<file path="src/rtl/neuron_accumulate_activate.sv">
// Accumulates CHUNKS_PER_NEURON signed partial dot-products, adds the neuron bias and
// emits a saturating ReLU activation on a valid/ready output.
module neuron_accumulate_activate #(
    parameter int SUM_WIDTH         = 16,
    parameter int ACC_WIDTH         = 32,
    parameter int OUT_WIDTH         = 16,
    parameter int CHUNKS_PER_NEURON = 4
) (
    input  logic                 clk_in,
    input  logic                 rst_in,
    input  logic [SUM_WIDTH-1:0] partial_sum_in,
    input  logic                 partial_valid_in,
    output logic                 partial_ready_out,
    input  logic [SUM_WIDTH-1:0] bias_in,
    output logic [OUT_WIDTH-1:0] result_out,
    output logic                 result_valid_out,
    input  logic                 result_ready_in,
    output logic                 overflow_out
);

    localparam int CNT_WIDTH = (CHUNKS_PER_NEURON > 1) ? $clog2(CHUNKS_PER_NEURON) : 1;
    localparam logic [CNT_WIDTH-1:0] LAST_CHUNK = CNT_WIDTH'(CHUNKS_PER_NEURON - 1);
    localparam logic signed [ACC_WIDTH-1:0] POS_MAX =
        {{(ACC_WIDTH-OUT_WIDTH+1){1'b0}}, {(OUT_WIDTH-1){1'b1}}};
    localparam logic [OUT_WIDTH-1:0] OUT_MAX = {1'b0, {(OUT_WIDTH-1){1'b1}}};

    if (CHUNKS_PER_NEURON < 1 || CHUNKS_PER_NEURON > 256) begin : g_chunks_check
        $error("CHUNKS_PER_NEURON must be in 1..256");
    end
    if (ACC_WIDTH < SUM_WIDTH + $clog2(CHUNKS_PER_NEURON) + 2) begin : g_acc_width_check
        $error("ACC_WIDTH too narrow for an exact sum of partials plus bias");
    end
    if (OUT_WIDTH >= ACC_WIDTH) begin : g_out_width_check
        $error("OUT_WIDTH must be narrower than ACC_WIDTH");
    end

    typedef enum logic [1:0] {
        ACCUM  = 2'd0,
        FINISH = 2'd1,
        HOLD   = 2'd2
    } state_t;

    state_t                        state_reg, state_next;
    logic signed [ACC_WIDTH-1:0]   acc_reg, acc_next;
    logic [CNT_WIDTH-1:0]          chunk_cnt_reg, chunk_cnt_next;
    logic [SUM_WIDTH-1:0]          bias_reg, bias_next;
    logic [OUT_WIDTH-1:0]          result_reg, result_next;
    logic                          result_valid_reg, result_valid_next;
    logic                          overflow_reg, overflow_next;

    logic signed [ACC_WIDTH-1:0]   partial_ext;
    logic signed [ACC_WIDTH-1:0]   bias_ext;
    logic signed [ACC_WIDTH-1:0]   total;

    // Sign-extend the incoming partial and the held bias to accumulator width.
    for (genvar gi = 0; gi < ACC_WIDTH; gi++) begin : g_sext
        if (gi < SUM_WIDTH) begin : g_copy
            assign partial_ext[gi] = partial_sum_in[gi];
            assign bias_ext[gi]    = bias_reg[gi];
        end else begin : g_sign
            assign partial_ext[gi] = partial_sum_in[SUM_WIDTH-1];
            assign bias_ext[gi]    = bias_reg[SUM_WIDTH-1];
        end
    end

    assign total = acc_reg + bias_ext;

    always_comb begin
        state_next        = state_reg;
        acc_next          = acc_reg;
        chunk_cnt_next    = chunk_cnt_reg;
        bias_next         = bias_reg;
        result_next       = result_reg;
        result_valid_next = result_valid_reg;
        overflow_next     = overflow_reg;
        case (state_reg)
            ACCUM: begin
                if (partial_valid_in) begin
                    chunk_cnt_next = chunk_cnt_reg + 1'b1;
                    // The first chunk restarts the sum and captures this neuron's bias.
                    if (chunk_cnt_reg == '0) begin
                        acc_next  = partial_ext;
                        bias_next = bias_in;
                    end else begin
                        acc_next = acc_reg + partial_ext;
                    end
                    if (chunk_cnt_reg == LAST_CHUNK) begin
                        chunk_cnt_next = '0;
                        state_next     = FINISH;
                    end
                end
            end
            FINISH: begin
                if (total[ACC_WIDTH-1]) begin
                    result_next = '0;
                end else if (total > POS_MAX) begin
                    result_next   = OUT_MAX;
                    overflow_next = 1'b1;
                end else begin
                    result_next = total[OUT_WIDTH-1:0];
                end
                result_valid_next = 1'b1;
                state_next        = HOLD;
            end
            HOLD: begin
                if (result_ready_in) begin
                    result_valid_next = 1'b0;
                    overflow_next     = 1'b0;
                    acc_next          = '0;
                    state_next        = ACCUM;
                end
            end
            default: state_next = ACCUM;
        endcase
    end

    always_ff @(posedge clk_in) begin
        if (rst_in) begin
            state_reg        <= ACCUM;
            acc_reg          <= '0;
            chunk_cnt_reg    <= '0;
            bias_reg         <= '0;
            result_reg       <= '0;
            result_valid_reg <= 1'b0;
            overflow_reg     <= 1'b0;
        end else begin
            state_reg        <= state_next;
            acc_reg          <= acc_next;
            chunk_cnt_reg    <= chunk_cnt_next;
            bias_reg         <= bias_next;
            result_reg       <= result_next;
            result_valid_reg <= result_valid_next;
            overflow_reg     <= overflow_next;
        end
    end

    assign partial_ready_out = (state_reg == ACCUM);
    assign result_out        = result_reg;
    assign result_valid_out  = result_valid_reg;
    assign overflow_out      = overflow_reg;

endmodule

</file>
<file path="config.mk">
export PLATFORM = sky130hd
export DESIGN_NAME = neuron_accumulate_activate
export DESIGN_NICKNAME = d
export VERILOG_FILES = /design/src/rtl/neuron_accumulate_activate.sv
export SDC_FILE = /design/constraint.sdc
export NUM_CORES = 1
export LEC_CHECK = 0
export BUFFER_PORTS_ARGS = -buffer_cell sky130_fd_sc_hd__buf_2
export CORE_ASPECT_RATIO = 1.25
export CORE_MARGIN = 4
export CORE_UTILIZATION = 55
export DETAILED_ROUTE_END_ITERATION = 12
export PLACE_DENSITY = 0.89
export SLEW_MARGIN = 0
export SYNTH_ARGS = -nofsm -noshare
export SYNTH_HDL_FRONTEND = slang
export SYNTH_SLANG_ARGS = --single-unit
</file>
<file path="constraint.sdc">
create_clock -name clk_in -period 2.95 [get_ports clk_in]
set_input_delay 0.1475 -clock clk_in [delete_from_list [all_inputs] [get_ports clk_in]]
set_output_delay 0.1475 -clock clk_in [all_outputs]
set_load 0.1 [all_outputs]
</file>
==> summary.md <==
| Metric | Value |
|---|---|
| Status | complete, but fails checks |
| Failing checks | negative setup slack |
| Clk pin slew, worst setup/hold paths | 0.06 ns |
| Ys async rst share | 0 |
| WHS | 0.0228 ns |
| Max reg flops | 32 |
| Switching power total | 1.45 mW |
| I/O Pins | 55 |
| Critical path startpoint category | register |
| Iteration-0 DRC Markers | 883 |
| Global-route wire length before repair | 34,500 um |
| First-pass detailed-route iteration total | 7 |
| Seq cells post-synth | 70 |
| Pwr dens | 444 nW/um2 |
| Post-synth EDFFs | 0 |
| Post-synth cell types | 74 |
| Mean post-synth cell area | 7.54 um2 |
| H-tree depth | 3 |
| Util after Layout | 0.744 |
| Min-Delay Path Depth | 3 |
| CP arrival | 3.60 ns |
| Core Area | 11,100 um2 |
| Die Wd | 104 um |
| Slowest CP cell | a311oi_2 |
| Post-route minimum period | 3.40 ns |
| Ys Warns | 0 |
| Routed Antenna Nets | 0 |
| Global Route met2 Usage | 0.562 |
| Crit-path max FO | 8 |
| Unrepaired setup endpoints after global routing | yes |
| Overall routing resource usage | 0.317 |
| Power share of the clock group | 0.300 |
| Max Cap Viol | 0 |
| Setup_tns | -7.06 ns |
| Post-DP HPWL | 14,300 um |
| Final wirelength | 24,700 um |
| Grt peak-use layer | met2 |
| Insertion delay to the later sink of the worst-skew pair | 0.35 ns |
| Diode count | 0 |
| Gp weighted congestion | 0.979 |
| Max Slew Vio Count | 0 |
| # hold bufs at CTS | 0 |
| Grt met3 use | 0.0546 |
| DR DRC count | 0 |
| Post-Syn Area | 6280 um2 |
| Mapped Cells | 833 |
| CP cell instances | inv_1 -> fa_2 -> nand2b_4 -> a21oi_4 -> buf_6 -> o211ai_1 -> a311oi_2 -> a211oi_2 -> xor2_1 -> o2111ai_2 -> nor4_4 -> buf_4 -> clkbuf_16 -> a32oi_1 |
| DIE AREA | 13,200 um2 |
| Final setup fails | 21 |
| GRT overflow | 0 |
| Ys flop type | dfxtp_1 |
| WP data required | 3.16 ns |
| Sw Share | 0.393 |
| Final Worst Setup Slack | -0.446 ns |
| Antenna violations before repair | 0 |
| Internal power | 2.23 mW |
| Routed vias/inst | 7.01 |
| CTS root buffer | clkbuf_16 |
| Final Cycle Share | 1.15 |
| CP peak stage delay | 0.45 ns |
| FILL cells | 683 |
| Post-synthesis net count | 935 |
| Pre-CTS WS | -0.355 ns |
| WS Path Type | reg -> reg |
| Worst VDD drop | 380 uV |
| Fin nets | 1,094 |
| Area after DPL | 7420 um2 |
| CP Capture Type | register |
| Number of port buffers | 54 |
| Number of global-route vias before repair | 7,313 |
| Post-route cell area | 8290 um2 |
| Slew @ Worst Pin | 0.774 ns |
| Final hold violation count | 0 |
| Proportion of layout cells with a drive suffix above 1 | 0.281 |
| Grt met1 use | 0.335 |
| Max Clock Skew | 0.00854 ns |
| P_leak | 3.87 nW |
| CTS tree | yes |
| Combinational share of power | 0.405 |
| Clock buffer depth | 2 |
| TritonCTS Buffers | 9 |
| Seq pwr share | 0.295 |
| Area grow syn2layout | 32.0% |
| Pin count of the biggest net entering global routing | 53 |
| Max frequency | 294 MHz |
| Clk sinks | 70 |
| HP Class | in -> reg |
| Reg2Reg Depth | 14 |
| Starting density of the core | 0.564 |
| WL/cell | 21.9 um |
| Vias | 7,932 |
| Die Ht | 127 um |
| Sequential area share after synthesis | 0.223 |
| # rows | 43 |
| Slew margin rel. | 0.478 |
## metal layers
layer,share of wire,up-vias
li1,-,3397
met2,0.47,695
met3,0.10,257
met1,0.33,3583
met5,0,-
met4,0.10,0
## cell usage after synthesis (all sizes together) (16+ instances only)
library cell	number	area (um2)
nand2	114	428
a21oi	102	518
dfxtp	70	1400
ha	64	801
nor2	63	236
o21ai	58	290
xnor2	29	254
a21o	27	204
clkbuf	27	101
inv	27	101
nand3	17	85.1
xor2	16	140
## path summary, 6_finish.rpt
| path | from | end | slack (ns) |
|---|---|---|---|
| worst max register to register | acc_reg[1] | result_out[12] | -0.45 |
| worst min-delay path | bias_in[0] | bias_reg[0] | 0.02 |
| worst min register to register | result_out[15] | result_out[15] | 0.46 |
| worst max-delay path | acc_reg[1] | result_out[12] | -0.45 |
## power by group through the flow
stage	combinational (mW)	clock, mW	sequential [mW]
2_1_floorplan	0.815	0	1.07
3_3_place_gp	1.19	0	1.08
3_5_place_dp	1.22	0	1.09
4_1_cts	1.30	1.08	1.07
5_1_grt	1.58	1.13	1.09
6_report	1.49	1.11	1.09
## timing repair
item / in CTS / in global routing
resized for setup: 30 / 54
setup buffers: 5 / 13
pin swaps: 16 / 36
cloned: 0 / 1
endpoints found under the setup margin: 23 / 28
## layout make-up
type	count	area, um2	area share
timing repair buffer	183	1310	0.158
tap	135	169	0.0204
clock buffer	9	225	0.0272
sequential	70	1420	0.171
inverter	27	101	0.0122
clock inverter	7	60.1	0.00724
multi-input combinational	701	5000	0.603
## placed cells by master (no fill, tap or decap), types with 8 or more instances in the layout
cell type / count
inv_1: 26
dfxtp_2: 13
nor3_1: 12
dfxtp_1: 56
buf_4: 120
nand2b_1: 13
o21ai_0: 50
a22oi_1: 15
nand3_1: 16
nor2b_1: 8
o21a_1: 10
ha_1: 49
clkbuf_16: 10
a21oi_1: 95
nand2_1: 114
buf_2: 54
nor2_1: 62
xor2_1: 16
o211ai_1: 12
ha_4: 13
a32oi_1: 14
xnor2_1: 29
a21o_1: 26
## worst max-delay path, delay by kind of cell (launching register included)
family	cells	cell delay (ns)
compound gates	6	1.18
xor+xnor	1	0.26
fa+ha+maj	1	0.42
buf+inv	4	0.61
flops	1	0.37
simple gates	2	0.40
## kinds of logic (layout without fill, tap and decap cells)
| logic type | after synthesis | in the layout | synth area share |
|---|---|---|---|
| flip-flops | 70 | 70 | 0.223 |
| AO/OA/AOI/OAI | 307 | 307 | 0.322 |
| adder cells (fa/ha/maj) | 66 | 66 | 0.134 |
| XOR/XNOR | 45 | 45 | 0.0628 |
| multiplexers | 9 | 9 | 0.0145 |
| buffers and inverters | 62 | 226 | 0.0407 |
| AND/OR/NAND/NOR | 274 | 274 | 0.203 |
## through the flow
step           instances  power, mW
2_1_floorplan        833       1.89
3_3_place_gp        1097       2.27
3_5_place_dp        1097       2.31
4_1_cts             1118       3.45
5_1_grt             1132       3.81
6_report            1132       3.68
Note: power is estimated with default switching activity, not from simulation.
